`src/rtl/face_detect_pkg.sv`:
```
// Shared types and helpers for the face-detect result path.
// Coordinates are 12 bits wide. The x/y scale factors are fixed point
// with SCALE_FRAC fraction bits, and products are formed at 24 bits.
package face_detect_pkg;

   localparam int DATA_WIDTH_12 = 12;
   localparam int SCALE_FRAC    = 8;
   localparam int PROD_WIDTH    = 24;

   typedef struct packed {
      logic [11:0] x;
      logic [11:0] y;
   } coord_t;

   // Drop the fraction bits and keep 12 integer bits (truncating).
   // The result is then limited to the last pixel of the original frame.
   function automatic logic [11:0] scale_clamp(input logic [23:0] prod,
                                               input logic [11:0] max_v);
      logic [3:0]  hi_unused;
      logic [11:0] trunc;
      logic [7:0]  frac_unused;
      {hi_unused, trunc, frac_unused} = prod;
      if (trunc > max_v) begin
         scale_clamp = max_v;
      end else begin
         scale_clamp = trunc;
      end
   endfunction

   // Absolute difference of two unsigned coordinates.
   function automatic logic [11:0] abs_diff(input logic [11:0] a,
                                            input logic [11:0] b);
      if (a >= b) begin
         abs_diff = a - b;
      end else begin
         abs_diff = b - a;
      end
   endfunction

endpackage

```
`src/rtl/candidate_fifo.sv`:
```
// Synchronous FIFO of coord_t entries. The head entry is registered.
// The head register always mirrors the oldest entry that was stored before
// the current edge. A newly written entry therefore becomes visible one
// edge after it is written. A push into a full FIFO is accepted only when
// a pop happens in the same cycle.
module candidate_fifo
   import face_detect_pkg::*;
#(
   parameter int DEPTH = 16
) (
   input  logic        clk,
   input  logic        rst_n,
   input  logic        i_push,
   input  logic [23:0] i_data,
   input  logic        i_pop,
   output logic        o_full,
   output logic        o_empty,
   output logic        o_valid,
   output logic [23:0] o_head
);

   localparam int AW = (DEPTH > 1) ? $clog2(DEPTH) : 1;
   localparam int CW = AW + 1;
   localparam logic [CW-1:0] DEPTH_C = CW'(DEPTH);

   coord_t        mem_q [DEPTH];
   coord_t        mem_d [DEPTH];
   logic [AW-1:0] wr_ptr_q, wr_ptr_d;
   logic [AW-1:0] rd_ptr_q, rd_ptr_d;
   logic [CW-1:0] cnt_q, cnt_d;
   coord_t        head_q, head_d;
   logic          head_valid_q, head_valid_d;
   logic          pop_ok_s;
   logic          push_ok_s;
   logic [CW-1:0] avail_s;

   assign o_full    = (cnt_q == DEPTH_C);
   assign o_empty   = (cnt_q == {CW{1'b0}});
   assign pop_ok_s  = i_pop & head_valid_q;
   assign push_ok_s = i_push & (~o_full | pop_ok_s);
   assign avail_s   = cnt_q - CW'(pop_ok_s);
   assign o_valid   = head_valid_q;
   assign o_head    = head_q;

   // Next-state for storage, pointers, occupancy and the head register.
   always_comb begin
      mem_d = mem_q;
      if (push_ok_s) begin
         mem_d[wr_ptr_q] = coord_t'(i_data);
      end else begin
         mem_d = mem_q;
      end
      wr_ptr_d     = wr_ptr_q + AW'(push_ok_s);
      rd_ptr_d     = rd_ptr_q + AW'(pop_ok_s);
      cnt_d        = cnt_q + CW'(push_ok_s) - CW'(pop_ok_s);
      head_d       = mem_q[rd_ptr_d];
      head_valid_d = (avail_s != {CW{1'b0}});
   end

   // FIFO state registers; reset empties the FIFO.
   always_ff @(posedge clk or negedge rst_n) begin
      if (!rst_n) begin
         for (int i = 0; i < DEPTH; i++) begin
            mem_q[i] <= '0;
         end
         wr_ptr_q     <= {AW{1'b0}};
         rd_ptr_q     <= {AW{1'b0}};
         cnt_q        <= {CW{1'b0}};
         head_q       <= '0;
         head_valid_q <= 1'b0;
      end else begin
         mem_q        <= mem_d;
         wr_ptr_q     <= wr_ptr_d;
         rd_ptr_q     <= rd_ptr_d;
         cnt_q        <= cnt_d;
         head_q       <= head_d;
         head_valid_q <= head_valid_d;
      end
   end

endmodule

```
`src/rtl/candidate_collector.sv`:
```
// Captures accepted face windows and scales them to original-camera
// coordinates through a two-stage pipeline. The results are buffered in
// candidate_fifo and streamed out over valid/ready.
// Optional feature macro: CANDIDATE_MERGE_EN. When it is defined, a
// result within MERGE_DIST of the last written result of the frame is
// discarded.
module candidate_collector
   import face_detect_pkg::*;
#(
   parameter int FIFO_DEPTH                   = 16,
   parameter int FRAME_ORIGINAL_CAMERA_WIDTH  = 10,
   parameter int FRAME_ORIGINAL_CAMERA_HEIGHT = 10,
   parameter int FRAME_RESIZE_CAMERA_WIDTH    = 10,
   parameter int FRAME_RESIZE_CAMERA_HEIGHT   = 10,
   parameter int MERGE_DIST                   = 2
) (
   input  logic        clk_fpga,
   input  logic        reset_fpga_n,
   input  logic        i_frame_start,
   input  logic        i_inspect_done,
   input  logic        i_candidate,
   input  logic [11:0] i_resize_x,
   input  logic [11:0] i_resize_y,
   output logic        o_valid,
   input  logic        i_ready,
   output logic [11:0] o_ori_x,
   output logic [11:0] o_ori_y,
   output logic [11:0] o_count,
   output logic        o_overflow
);

   localparam int SCALE_X = (FRAME_ORIGINAL_CAMERA_WIDTH  << SCALE_FRAC) / FRAME_RESIZE_CAMERA_WIDTH;
   localparam int SCALE_Y = (FRAME_ORIGINAL_CAMERA_HEIGHT << SCALE_FRAC) / FRAME_RESIZE_CAMERA_HEIGHT;
   localparam logic [PROD_WIDTH-1:0] SCALE_X_C = PROD_WIDTH'(SCALE_X);
   localparam logic [PROD_WIDTH-1:0] SCALE_Y_C = PROD_WIDTH'(SCALE_Y);
   localparam logic [11:0] MAX_X_C     = 12'(FRAME_ORIGINAL_CAMERA_WIDTH - 1);
   localparam logic [11:0] MAX_Y_C     = 12'(FRAME_ORIGINAL_CAMERA_HEIGHT - 1);
   localparam logic [11:0] COUNT_MAX_C = 12'hFFF;

   logic                  hit_s;
   logic                  s1_valid_q, s1_valid_d;
   logic [PROD_WIDTH-1:0] s1_prod_x_q, s1_prod_x_d;
   logic [PROD_WIDTH-1:0] s1_prod_y_q, s1_prod_y_d;
   logic                  s2_valid_q, s2_valid_d;
   coord_t                s2_coord_q, s2_coord_d;
   logic                  push_s;
   logic                  pop_s;
   logic                  accept_s;
   logic                  drop_s;
   logic                  fifo_full_s;
   logic                  fifo_empty_s;
   logic                  fifo_valid_s;
   logic [23:0]           fifo_head_s;
   coord_t                head_c;
   logic [11:0]           count_q, count_d;
   logic                  overflow_q, overflow_d;

   assign hit_s = i_inspect_done & i_candidate;

   // Stage 1 captures the scaled products of a hit (the products carry the coordinates).
   always_comb begin
      s1_valid_d = hit_s;
      if (hit_s) begin
         s1_prod_x_d = PROD_WIDTH'(i_resize_x) * SCALE_X_C;
         s1_prod_y_d = PROD_WIDTH'(i_resize_y) * SCALE_Y_C;
      end else begin
         s1_prod_x_d = s1_prod_x_q;
         s1_prod_y_d = s1_prod_y_q;
      end
   end

   // Stage 2 removes the fraction and clamps to the original frame.
   always_comb begin
      s2_valid_d = s1_valid_q;
      if (s1_valid_q) begin
         s2_coord_d.x = scale_clamp(s1_prod_x_q, MAX_X_C);
         s2_coord_d.y = scale_clamp(s1_prod_y_q, MAX_Y_C);
      end else begin
         s2_coord_d = s2_coord_q;
      end
   end

   // Pipeline registers; a reset drops anything in flight.
   always_ff @(posedge clk_fpga or negedge reset_fpga_n) begin
      if (!reset_fpga_n) begin
         s1_valid_q  <= 1'b0;
         s1_prod_x_q <= {PROD_WIDTH{1'b0}};
         s1_prod_y_q <= {PROD_WIDTH{1'b0}};
         s2_valid_q  <= 1'b0;
         s2_coord_q  <= '0;
      end else begin
         s1_valid_q  <= s1_valid_d;
         s1_prod_x_q <= s1_prod_x_d;
         s1_prod_y_q <= s1_prod_y_d;
         s2_valid_q  <= s2_valid_d;
         s2_coord_q  <= s2_coord_d;
      end
   end

`ifdef CANDIDATE_MERGE_EN
   localparam logic [11:0] MERGE_DIST_C = 12'(MERGE_DIST);

   logic   hist_valid_q, hist_valid_d;
   coord_t hist_q, hist_d;
   logic   near_s;
   logic   discard_s;

   // A frame start in the same cycle means the history is already stale, so
   // the result is kept.
   assign near_s    = (abs_diff(s2_coord_q.x, hist_q.x) <= MERGE_DIST_C) &&
                      (abs_diff(s2_coord_q.y, hist_q.y) <= MERGE_DIST_C);
   assign discard_s = s2_valid_q & hist_valid_q & near_s & ~i_frame_start;
   assign push_s    = s2_valid_q & ~discard_s;

   // The history tracks the last result that was actually written this frame.
   always_comb begin
      if (accept_s) begin
         hist_valid_d = 1'b1;
         hist_d       = s2_coord_q;
      end else if (i_frame_start) begin
         hist_valid_d = 1'b0;
         hist_d       = hist_q;
      end else begin
         hist_valid_d = hist_valid_q;
         hist_d       = hist_q;
      end
   end

   // Merge history registers.
   always_ff @(posedge clk_fpga or negedge reset_fpga_n) begin
      if (!reset_fpga_n) begin
         hist_valid_q <= 1'b0;
         hist_q       <= '0;
      end else begin
         hist_valid_q <= hist_valid_d;
         hist_q       <= hist_d;
      end
   end
`else
   localparam int MERGE_DIST_UNUSED = MERGE_DIST;

   assign push_s = s2_valid_q;
`endif

   // i_ready is only honoured while a registered head is on the outputs.
   assign pop_s    = fifo_valid_s & ~fifo_empty_s & i_ready;
   assign accept_s = push_s & (~fifo_full_s | pop_s);
   assign drop_s   = push_s & fifo_full_s & ~pop_s;

   candidate_fifo #(
      .DEPTH (FIFO_DEPTH)
   ) u_fifo (
      .clk     (clk_fpga),
      .rst_n   (reset_fpga_n),
      .i_push  (push_s),
      .i_data  (s2_coord_q),
      .i_pop   (pop_s),
      .o_full  (fifo_full_s),
      .o_empty (fifo_empty_s),
      .o_valid (fifo_valid_s),
      .o_head  (fifo_head_s)
   );

   // Per-frame write counter (saturating) and sticky drop flag.
   always_comb begin
      if (i_frame_start) begin
         count_d    = accept_s ? 12'd1 : 12'd0;
         overflow_d = drop_s;
      end else begin
         if (accept_s && (count_q != COUNT_MAX_C)) begin
            count_d = count_q + 12'd1;
         end else begin
            count_d = count_q;
         end
         overflow_d = overflow_q | drop_s;
      end
   end

   // Counter and flag registers.
   always_ff @(posedge clk_fpga or negedge reset_fpga_n) begin
      if (!reset_fpga_n) begin
         count_q    <= 12'd0;
         overflow_q <= 1'b0;
      end else begin
         count_q    <= count_d;
         overflow_q <= overflow_d;
      end
   end

   assign head_c     = coord_t'(fifo_head_s);
   assign o_valid    = fifo_valid_s;
   assign o_ori_x    = head_c.x;
   assign o_ori_y    = head_c.y;
   assign o_count    = count_q;
   assign o_overflow = overflow_q;

endmodule

```
`config.mk`:
```
export PLATFORM = sky130hd
export DESIGN_NAME = candidate_collector
export DESIGN_NICKNAME = d
export VERILOG_FILES = /design/src/rtl/face_detect_pkg.sv /design/src/rtl/candidate_fifo.sv /design/src/rtl/candidate_collector.sv
export SDC_FILE = /design/constraint.sdc
export NUM_CORES = 1
export LEC_CHECK = 0
export BUFFER_PORTS_ARGS = -buffer_cell sky130_fd_sc_hd__buf_4
export CAP_MARGIN = 20
export CELL_PAD_IN_SITES_DETAIL_PLACEMENT = 0
export CELL_PAD_IN_SITES_GLOBAL_PLACEMENT = 1
export CORE_MARGIN = 3
export CORE_UTILIZATION = 55
export CTS_BUF_LIST = sky130_fd_sc_hd__clkbuf_16
export DETAILED_ROUTE_END_ITERATION = 6
export GPL_TIMING_DRIVEN = 1
export MAX_ROUTING_LAYER = met4
export PLACE_DENSITY = 0.92
export RECOVER_POWER = 25
export SLEW_MARGIN = 20
export SYNTH_ARGS = -nofsm -noshare
export SYNTH_HDL_FRONTEND = slang
export SYNTH_SLANG_ARGS = --single-unit
```
`constraint.sdc`:
```
create_clock -name clk_fpga -period 7.2 [get_ports clk_fpga]
set_clock_uncertainty 0.2 [all_clocks]
set_input_delay 0.36 -clock clk_fpga [delete_from_list [all_inputs] [get_ports clk_fpga]]
set_output_delay 0.36 -clock clk_fpga [all_outputs]
set_load 0.1 [all_outputs]
```
==> results of run 1 <==
placed cells by master, fill, tap and decap left out, drive strengths merged, types with 6 or more instances in the layout:
cell           n
dfrtp        485
mux2         392
nand2        136
clkbuf        87
mux2i         75
o21ai         74
buf           66
nand3         56
a21oi         52
o221ai        46
inv           37
nor2          32
o22a          27
and2          27
nor4          26
dlygate4sd3   26
o32ai         24
a32o          23
a221o         23
o311a         23
o221a         23
nor2b         18
clkinv        17
xor2          12
ha            12
xnor2          7
nor3           6
critical path: stages (launching register included):
cell	delay, ns
dfrtp_1	0.42
inv_1	0.16
ha_1	0.25
or4b_4	0.53
nand3_2	0.12
inv_2	0.04
ha_2	0.17
xnor2_2	0.11
buf_4	0.49
inv_2	0.43
nor2_1	0.53
o21ai_4	0.20
buf_4	0.35
o221a_1	0.31
nor4_1	0.40
o32ai_1	0.14
report_power, final:
group	total, mW	internal (mW)	leakage, nW	switching, mW
combinational	4.01	1.32	4.13	2.69
clock	2.23	1.22	0.737	1.01
sequential	3.27	3.04	6.49	0.233
cells by family (layout without fill, tap and decap cells):
family	count (synthesis)	in the layout	synth area share [%]
and+or+nand+nor	326	326	6.99
AOI/OAI and AO/OA	328	328	11.4
DFF	485	485	54.0
adders and majority gates	14	14	0.801
muxes	467	467	23.0
buffers and inverters	174	233	3.18
xor gates and xnor gates	19	19	0.740
synthesized netlist by cell type, types with 6 or more instances:
cell type,count
dfrtp_1,485
inv_1,17
and2_1,26
a221o_1,23
nor4_1,26
o221ai_1,46
a32o_1,23
mux2i_1,75
mux2_2,392
o311a_1,23
nor2b_1,18
a21oi_1,52
nor3_1,6
buf_2,29
o22a_1,27
o221a_1,20
nor2_1,32
o32ai_1,24
clkbuf_1,120
ha_1,12
nand2_1,136
xor2_1,12
o21ai_0,71
xnor2_1,7
nand3_1,55
timing repair:
action | CTS | global route
hold buffers | 26 | 0
endpoints found under the hold margin | 109 | 0
gates resized for setup | 0 | 0
stage by stage:
| step | hold slack, ns | instances | worst slack, ns | power, mW | util, % |
|---|---|---|---|---|---|
| after CTS | 0.157 | 2396 | 2.04 | 9.53 | 62.4 |
| after global routing | 0.193 | 2397 | 1.88 | 9.89 | 62.2 |
| after detailed placement | 0.185 | 2286 | 2.10 | 7.28 | 58.4 |
| after floorplan | -0.136 | 1813 | 3.07 | 6.06 | - |
| final | 0.177 | 2397 | 2.14 | 9.51 | 62.2 |
| after global placement | 0.181 | 2286 | 2.32 | 7.17 | 58.4 |
worst paths after layout:
path                                  from                end  slack (ns)  cells past startpoint
max in group asynchronous     reset_fpga_n  u_fifo.mem_q[240]        2.66                      2
hold reg to reg             s1_prod_x_q[8]     s2_coord_q[12]        0.28                      1
setup reg to reg           u_fifo.cnt_q[2]   u_fifo.o_head[3]        2.14                     15
setup / recovery           u_fifo.cnt_q[2]   u_fifo.o_head[3]        2.14                     15
min in group asynchronous     reset_fpga_n         o_count[5]        1.68                      2
hold / removal                     i_ready    u_fifo.cnt_q[0]        0.18                      5
flip-flops by register name, summed over array words and instances, names as in the netlist:
signal,count
s1_prod_y_q,12
o_count,12
s1_valid_q,1
u_fifo.cnt_q,5
o_overflow,1
u_fifo.o_valid,1
u_fifo.rd_ptr_q,4
push_s,1
s1_prod_x_q,12
u_fifo.mem_q,384
s2_coord_q,24
u_fifo.wr_ptr_q,4
u_fifo.o_head,24
layer usage:
metal	share of wire (%)	global-route usage, %
met2	48	43.2
met4	2.7	9.28
met1	42	37.5
met5	0	-
met3	8.2	4.55
area by class of cell:
class	count	area [µm²]
clock inverter	35	143
fill	3031	15200
inverter	19	71.3
multi-input combinational	1154	9740
tap	525	657
sequential	485	12100
timing repair buffer	130	951
clock buffer	49	1230
==> reports/qor.csv, run 1 <==
stage,metric,value,unit
timing,report.final.setup_viol,0,
logic_synthesis,syn-instance-count,1813,
detailed_routing,wire_per_inst,24.6,µm
detailed_routing,routed_wl,58900,µm
finish,drive_gt1_share,29.4,%
logic_synthesis,syn_area,22500,µm²
worst_setup_path,required,7.43,ns
timing,slew_headroom,-191,%
timing,drv_slew,103,
power_and_ir_drop,p_per_area,381,nW/µm²
global_routing,antenna_found_initial,0,
worst_setup_path,setup.worst_path.class,flop to flop,
power_and_ir_drop,peakVddDrop,259,µV
worst_setup_path,worst_ep_arrival_time,5.29,ns
global_routing,grt_use_total,27.7,%
detailed_routing,post_drt_via_cell_ratio,6.63,
timing,setup_tns,0,ns
logic_synthesis,synth_nets,1856,
finish,area_growth,10.8,%
place,dpl.hpwl,33400,µm
cts,clockRootBuffer,clkbuf_16,
detailed_routing,antenna_left,0,
timing,worstMarginPinSlew,4.36,ns
cts,clk_pin_slew_worst_paths,0.06,ns
logic_synthesis,ys_ff_latch,485,
floorplan,coreArea,40100,µm²
detailed_routing,drt_iter0_markers,1888,
power_and_ir_drop,p_leak,11.4,nW
floorplan,die_w,208,µm
min_path,hold_path_class,primary input to flop,
logic_synthesis,yosys_most_used_dff,dfrtp_1,
status,violations,"capacitance limit, slew limit",
timing,fmax,0.197,GHz
floorplan,num_rows,73,
cts,cts_buffers,48,
timing,period_share,70.3,%
logic_synthesis,yosysWarnings,0,
run,maxCapViolations,2,
timing,rsz0062_at_grt,false,
floorplan,start_util,56.1,%
place,io_buffers,67,
finish,final_area,24900,µm²
logic_synthesis,synthTopCellsByArea,"dfrtp_1 54%, mux2_2 20%, mux2i_1 3.3%, nand2_1 2.3%, clkbuf_1 2.0%",
cts,clockBufferDepth,3,
global_routing,grt_overflow,0,
logic_synthesis,syn_area_per_cell,12.4,µm²
cts,clock_latency,0.58,ns
logic_synthesis,yosysTopAreaCell,dfrtp_1,
status,outcome,"finished, violations left",
cts,h-tree-depth,2,
worst_setup_path,crit_path_end_kind,flop,
logic_synthesis,synth_edf_count,0,
worst_setup_path,start_kind,flop,
worst_setup_path,worst-path-max-fanout,51,
global_routing,grt_pass1_wl,92600,µm
finish,final_nets,1881,
detailed_routing,dr.pass1.iters,6,
cts,clock_sinks,485,
logic_synthesis,async_flop_share,100,%
logic_synthesis,synthDistinctLibCells,56,
finish,n_antenna_cell,0,
floorplan,io-pin-count,68,
cts,post-cts-setup-buffers,0,
detailed_routing,drcViolationCount,0,
timing,post-route-min-period,5.06,ns
floorplan,dieArea,43400,µm²
cts,cts_tree,done,
global_routing,grt_max_degree,182,
logic_synthesis,ys_seq_area_share,54.0,%
place,place.gp.congestion,0.831,
global_routing,grt_pass1_vias,16300,
timing,hold_violations,0,
floorplan,die_y,208,µm
place,placedInstanceArea,23400,µm²
logic_synthesis,synth.top_cell.area_share,54.0,%
detailed_routing,num_vias,15900,
Note: power is estimated with default switching activity, not from simulation.
==> run 2: changes to the inputs <==
Settings changed: CORE_UTILIZATION 55 to 47, PLACE_DENSITY 0.92 to 0.85.
Clock period 7.2 ns to 4.47 ns, I/O delays scaled along.
==> run 2 against run 1 <==
  * Hold slack worse by 0.12 ns
  * Highest routed layer unchanged
  * Via count is essentially flat
  * Clock-buffer cell count rose by 4
  * Non-clock buffer count grew 20
  * Final area increased by 2.6%
  * Setup slack lost 1.7 ns
  * Critical path type unchanged
  * The flow still finishes with violations (capacitance limit, slew limit)
  * Sequential share of layout area fell by 1.3 points
  * Critical path depth decreased by 2
  * First-iteration DRC count decreased by 20%
  * Critical endpoint is now u_fifo.o_head[19]
  * Global-route usage shrank 3.1 points
==> reports/qor.csv, run 2 (same netlist as run 1, synthesis figures left out) <==
stage,metric,value,unit,change
worst_setup_path,r2r_start,u_fifo.cnt_q[2],,
min_path,hold_path_class,primary input to flop,,
finish,fill_cells,3832,,+26%
cts,postCtsHoldBufs,26,,unchanged
timing,whs,0.0592,ns,-0.117 ns
cts,clockBufferDepth,3,,unchanged
place,io_buffers,67,,unchanged
worst_setup_path,required,4.70,ns,-2.73 ns
worst_setup_path,worst_ep_arrival_time,4.27,ns,-1.02 ns
finish,largest_reg_flops,384,,unchanged
global_routing,grt_overflow,0,,unchanged
power_and_ir_drop,p_total,16.2,mW,+70%
detailed_routing,num_vias,15900,,+0.057%
timing,report.final.setup_viol,0,,unchanged
timing,slew_headroom,-53.0,%,+140 points
finish,area_growth,13.7,%,
min_path,min_from,i_ready,,
place,place.gp.congestion,0.861,,+3.6%
floorplan,coreArea,47000,µm²,+17%
global_routing,antenna_found_initial,0,,unchanged
cts,clk_pin_slew_worst_paths,0.07,ns,about the same
worst_setup_path,start_kind,flop,,
finish,drive_gt1_share,32.2,%,+2.8 points
detailed_routing,drt_iter0_markers,1509,,-20%
global_routing,grt_pass1_wl,94000,µm,+1.4%
cts,clock_sinks,485,,unchanged
timing,rsz0062_at_grt,false,,
timing,period_share,90.4,%,+20 points
worst_setup_path,crit_path_end_kind,flop,,
timing,post-route-min-period,4.04,ns,-1.02 ns
place,placedInstanceArea,23800,µm²,+1.5%
detailed_routing,drcViolationCount,0,,unchanged
run,maxCapViolations,2,,unchanged
worst_setup_path,setup.worst_path.class,flop to flop,,
detailed_routing,post_drt_via_cell_ratio,6.34,,-4.4%
finish,final_nets,1903,,+1.2%
finish,n_antenna_cell,0,,unchanged
finish,seqCellArea,12100,µm²,unchanged
finish,regMostFlops,u_fifo.mem_q,,
place,dpl.hpwl,35300,µm,+5.6%
floorplan,die_y,225,µm,+7.9%
floorplan,num_rows,79,,+8.2%
detailed_routing,wire_per_inst,24.1,µm,-2.0%
worst_setup_path,cp-startpoint,u_fifo.cnt_q[2],,
cts,cts_tree,done,,
power_and_ir_drop,p_leak,11.7,nW,+3.0%
worst_setup_path,worst-path-max-fanout,50,,-2.0%
cts,cts_buffers,50,,+4.2%
cts,post-cts-setup-buffers,0,,unchanged
global_routing,grt_max_degree,97,,-47%
floorplan,dieArea,50500,µm²,+17%
finish,final_common_cell,dfrtp_1,,
power_and_ir_drop,peakVddDrop,589,µV,+130%
status,outcome,"finished, violations left",,
timing,drv_slew,85,,-17%
status,violations,"capacitance limit, slew limit",,
cts,cts_resized,0,,unchanged
cts,h-tree-depth,2,,unchanged
global_routing,grt_use_total,24.6,%,-3.1 points
floorplan,io-pin-count,68,,unchanged
cts,clockRootBuffer,clkbuf_16,,
cts,clock_latency,0.59,ns,about the same
timing,hold_violations,0,,unchanged
detailed_routing,dr.pass1.iters,5,,-1
floorplan,start_util,47.9,%,-8.2 points
global_routing,grt_pass1_vias,15900,,-2.6%
floorplan,die_w,225,µm,+7.9%
power_and_ir_drop,p_per_area,632,nW/µm²,+66%
timing,worstMarginPinSlew,2.30,ns,-2.07 ns
finish,multi_input_area,9730,µm²,about the same
detailed_routing,routed_wl,60400,µm,+2.5%
timing,setup_tns,0,ns,unchanged
timing,fmax,0.248,GHz,+25%
detailed_routing,antenna_left,0,,unchanged
finish,final_cell_mix,"485 x dfrtp_1, 392 x mux2_2, 135 x nand2_1",,
finish,final_area,25600,µm²,+2.6%
[run 2: changes by cell type in the layout (fill, tap and decap cells not counted), sizes merged]
cell,before,now
clkinv,17,28
buf,66,121
bufinv,0,4
clkbuf,87,56
inv,37,27
[run 2: where the power goes]
| group | switching [mW] | leakage, nW | internal (mW) | total [mW] |
|---|---|---|---|---|
| sequential | 0.411 | 6.49 | 4.89 | 5.30 |
| clock | 1.72 | 0.815 | 2.35 | 4.08 |
| combinational | 4.39 | 4.39 | 2.39 | 6.78 |
| total | 6.52 | 11.7 | 9.63 | 16.2 |
[run 2: per-stage QoR]
| step | setup WS [ns] | cells | util, % |
|---|---|---|---|
| 6_report | 0.431 | 2508 | 54.5 |
| 5_1_grt | 0.260 | 2508 | 54.5 |
| 4_1_cts | 0.535 | 2508 | 54.5 |
| 3_5_place_dp | 0.577 | 2389 | 50.6 |
| 3_3_place_gp | 0.708 | 2389 | 50.6 |
| 2_1_floorplan | 0.337 | 1813 | - |
[run 2: final cells by class]
type,count,area share (%)
tap,607,2.97
inverter,19,0.279
multi-input combinational,1154,38.0
clock inverter,40,1.04
clock buffer,53,5.18
sequential,485,47.4
timing repair buffer,150,5.04
[run 2: worst max-delay path, stage by stage (launching register included)]
cell	delay, ns
dfrtp_1	0.43
inv_1	0.17
ha_1	0.28
or4b_4	0.53
nand3_2	0.12
inv_2	0.05
ha_2	0.17
xnor2_2	0.16
buf_4	0.48
nand2b_1	0.14
buf_4	0.25
o311a_1	0.35
nor4_1	0.34
o32ai_1	0.17
[run 2: worst paths after layout]
kind | endpoint | slack, ns | depth (start not counted)
hold reg to reg | u_fifo.mem_q[290] | 0.28 | 2
min in group asynchronous | o_count[3] | 0.63 | 2
setup reg to reg | u_fifo.o_head[19] | 0.43 | 13
hold / removal | u_fifo.o_valid | 0.06 | 5
max in group asynchronous | u_fifo.mem_q[269] | 1.02 | 3
setup / recovery | u_fifo.o_head[19] | 0.43 | 13
[run 2: metal layers]
metal | vias to the layer above | wire, µm | global-route usage [%]
met5 | - | 0 | -
met4 | 0 | 1860 | 8.71
met3 | 142 | 4490 | 4.25
met2 | 699 | 27900 | 37.7
met1 | 8256 | 26100 | 33.5
li1 | 6814 | - | -
==> run 3: changes to the inputs <==
Settings changed: CORE_ASPECT_RATIO set to 1.75.
==> run 3 against run 2 <==
  * The run still ends with capacitance limit, slew limit left
  * Global-route usage increased by 1.7 points
  * Cell count decreased by 1.2%
  * Critical path depth decreased by 1
  * Utilization decreased by 0.91 points
  * Combinational power about the same
  * Clock-buffer cell count decreased by 8
  * Setup slack got worse by 0.055 ns
==> reports/qor.csv, run 3 (same netlist as run 1, synthesis figures left out) <==
stage,metric,value,unit,change
timing,slew_headroom,-114,%,-61 points
detailed_routing,antenna_left,0,,unchanged
worst_setup_path,required,4.70,ns,about the same
detailed_routing,routed_wl,64100,µm,+6.1%
finish,seqCellArea,12100,µm²,unchanged
timing,rsz0062_at_grt,false,,
worst_setup_path,regToRegSetupSlack,0.38,ns,-0.05 ns
finish,drive_gt1_share,31.2,%,-1.0 points
floorplan,num_rows,105,,+33%
floorplan,die_w,171,µm,-24%
worst_setup_path,r2r_start,u_fifo.cnt_q[2],,
power_and_ir_drop,p_per_area,617,nW/µm²,-2.3%
cts,h-tree-depth,2,,unchanged
timing,period_share,91.6,%,+1.2 points
min_path,min_to,u_fifo.o_valid,,
status,outcome,"finished, violations left",,
detailed_routing,dr.pass1.iters,6,,+1
min_path,worstHoldPathCells,5,,unchanged
place,place.gp.congestion,0.898,,+4.4%
worst_setup_path,setup.worst_path.class,flop to flop,,
global_routing,grt_overflow,0,,unchanged
cts,cts_tree,done,,
finish,final_nets,1904,,+0.053%
floorplan,start_util,47.8,%,-0.083 points
finish,final_common_cell,dfrtp_1,,
cts,clock_sinks,485,,unchanged
global_routing,grt_use_total,26.3,%,+1.7 points
detailed_routing,post_drt_via_cell_ratio,6.41,,+1.1%
global_routing,grt_max_degree,119,,+23%
finish,multi_input_area,9730,µm²,about the same
finish,final_area,25200,µm²,-1.5%
floorplan,dieArea,50600,µm²,+0.20%
place,dp_slack,0.416,ns,-0.162 ns
status,violations,"capacitance limit, slew limit",,
global_routing,grt_pass1_wl,99200,µm,+5.6%
detailed_routing,drcViolationCount,0,,unchanged
worst_setup_path,rr_worst_depth,12,,-1
finish,largest_reg_flops,384,,unchanged
floorplan,coreArea,47000,µm²,+0.17%
timing,report.final.setup_viol,0,,unchanged
detailed_routing,wire_per_inst,25.9,µm,+7.5%
worst_setup_path,worst-path-max-fanout,15,,-70%
place,dpl.hpwl,39100,µm,+11%
finish,regMostFlops,u_fifo.mem_q,,
min_path,hold_path_class,primary input to flop,,
global_routing,antenna_found_initial,0,,unchanged
finish,n_antenna_cell,0,,unchanged
global_routing,grt_pass1_vias,16800,,+5.2%
timing,post-route-min-period,4.09,ns,+0.0546 ns
floorplan,io-pin-count,68,,unchanged
place,io_buffers,67,,unchanged
worst_setup_path,start_kind,flop,,
place,placedInstanceArea,23700,µm²,about the same
finish,area_growth,12.0,%,
timing,drv_slew,143,,+68%
power_and_ir_drop,p_leak,11.5,nW,-1.7%
worst_setup_path,crit_path_end_kind,flop,,
power_and_ir_drop,p_total,15.6,mW,-3.7%
finish,final_cell_mix,"485 x dfrtp_1, 391 x mux2_2, 135 x nand2_1",,
timing,worstMarginPinSlew,3.21,ns,+0.911 ns
timing,whs,0.160,ns,+0.100 ns
cts,clock_latency,0.55,ns,-0.04 ns
cts,clockRootBuffer,clkbuf_16,,
run,maxCapViolations,2,,unchanged
min_path,min_from,i_ready,,
power_and_ir_drop,peakVddDrop,501,µV,-15%
finish,fill_cells,3971,,+3.6%
timing,hold_violations,0,,unchanged
timing,fmax,0.244,GHz,-1.3%
detailed_routing,drt_iter0_markers,1077,,-29%
worst_setup_path,r2r-end,u_fifo.o_head[8],,
cts,clk_pin_slew_worst_paths,0.06,ns,about the same
timing,fin_ws,0.377,ns,-0.0546 ns
worst_setup_path,worst_ep_arrival_time,4.32,ns,+0.05 ns
timing,setup_tns,0,ns,unchanged
cts,cts_buffers,43,,-14%
cts,clockBufferDepth,3,,unchanged
detailed_routing,num_vias,15900,,-0.18%
floorplan,die_y,295,µm,+31%
[run 3: cell types whose count changed in the layout (fill, tap and decap cells not counted), moves of 2 or more]
cell	previous run	this run
inv_1	25	27
clkinv_1	20	11
clkbuf_1	0	18
buf_4	113	106
clkinv_2	8	5
bufinv_16	4	1
clkbuf_16	53	45
buf_12	8	6
nor2_2	8	10
[run 3: power by group]
group          switching, mW  internal, mW
Sequential             0.394          4.89
Clock                   1.61          1.86
Combinational           4.50          2.29
Total                   6.51          9.04
[run 3: metrics by stage]
step | util [%] | cells
after CTS | 53.7 | 2477
after global routing | 53.6 | 2477
after floorplan | - | 1813
after global placement | 50.5 | 2378
after detailed placement | 50.5 | 2378
final | 53.6 | 2477
[run 3: timing repair]
action	in CTS	in global routing
hold endpoints to repair	150	0
gates resized for setup	0	1
setup endpoints to repair	0	1
hold buffers	26	0
buffers inserted	0	0
[run 3: layout make-up]
cell class	count	share of cell area [%]
Clock buffer	45	4.47
Clock inverter	28	0.561
Inverter	19	0.283
Multi-Input combinational cell	1154	38.6
Sequential cell	485	48.2
Tap cell	588	2.92
Timing Repair Buffer	158	4.99
[run 3: worst max-delay path by stage]
stage	start	end	slack (ns)	depth (start not counted)
3_3_place_gp	u_fifo.cnt_q[2]	u_fifo.o_head[15]	0.54	13
4_1_cts	u_fifo.cnt_q[2]	u_fifo.o_head[9]	0.31	14
2_1_floorplan	u_fifo.o_valid	u_fifo.o_head[10]	0.34	15
3_5_place_dp	u_fifo.cnt_q[2]	u_fifo.o_head[1]	0.42	14
5_1_grt	u_fifo.cnt_q[2]	u_fifo.o_head[19]	0.11	13
6_report	u_fifo.cnt_q[2]	u_fifo.o_head[8]	0.38	12
[run 3: layer usage]
metal  wire length (µm)  GRT usage, %  up-vias  share of wire, %
met5                  0             -        -                 0
met4               4060          14.6        0               6.3
li1                   -             -     6808                 -
met2              33500          44.9      592                52
met3               3160          3.46      252               4.9
met1              23400          29.8     8231                37
[run 3: critical path, cell delays in order (launching register included)]
cell and delay [ns]:
dfrtp_1 0.42, inv_1 0.15, ha_1 0.26, or4b_4 0.53
nand3_2 0.15, inv_2 0.13, ha_2 0.44, buf_4 0.26
and3_1 0.70, buf_4 0.38, nand3_1 0.13, o221ai_1 0.10
o32ai_1 0.11
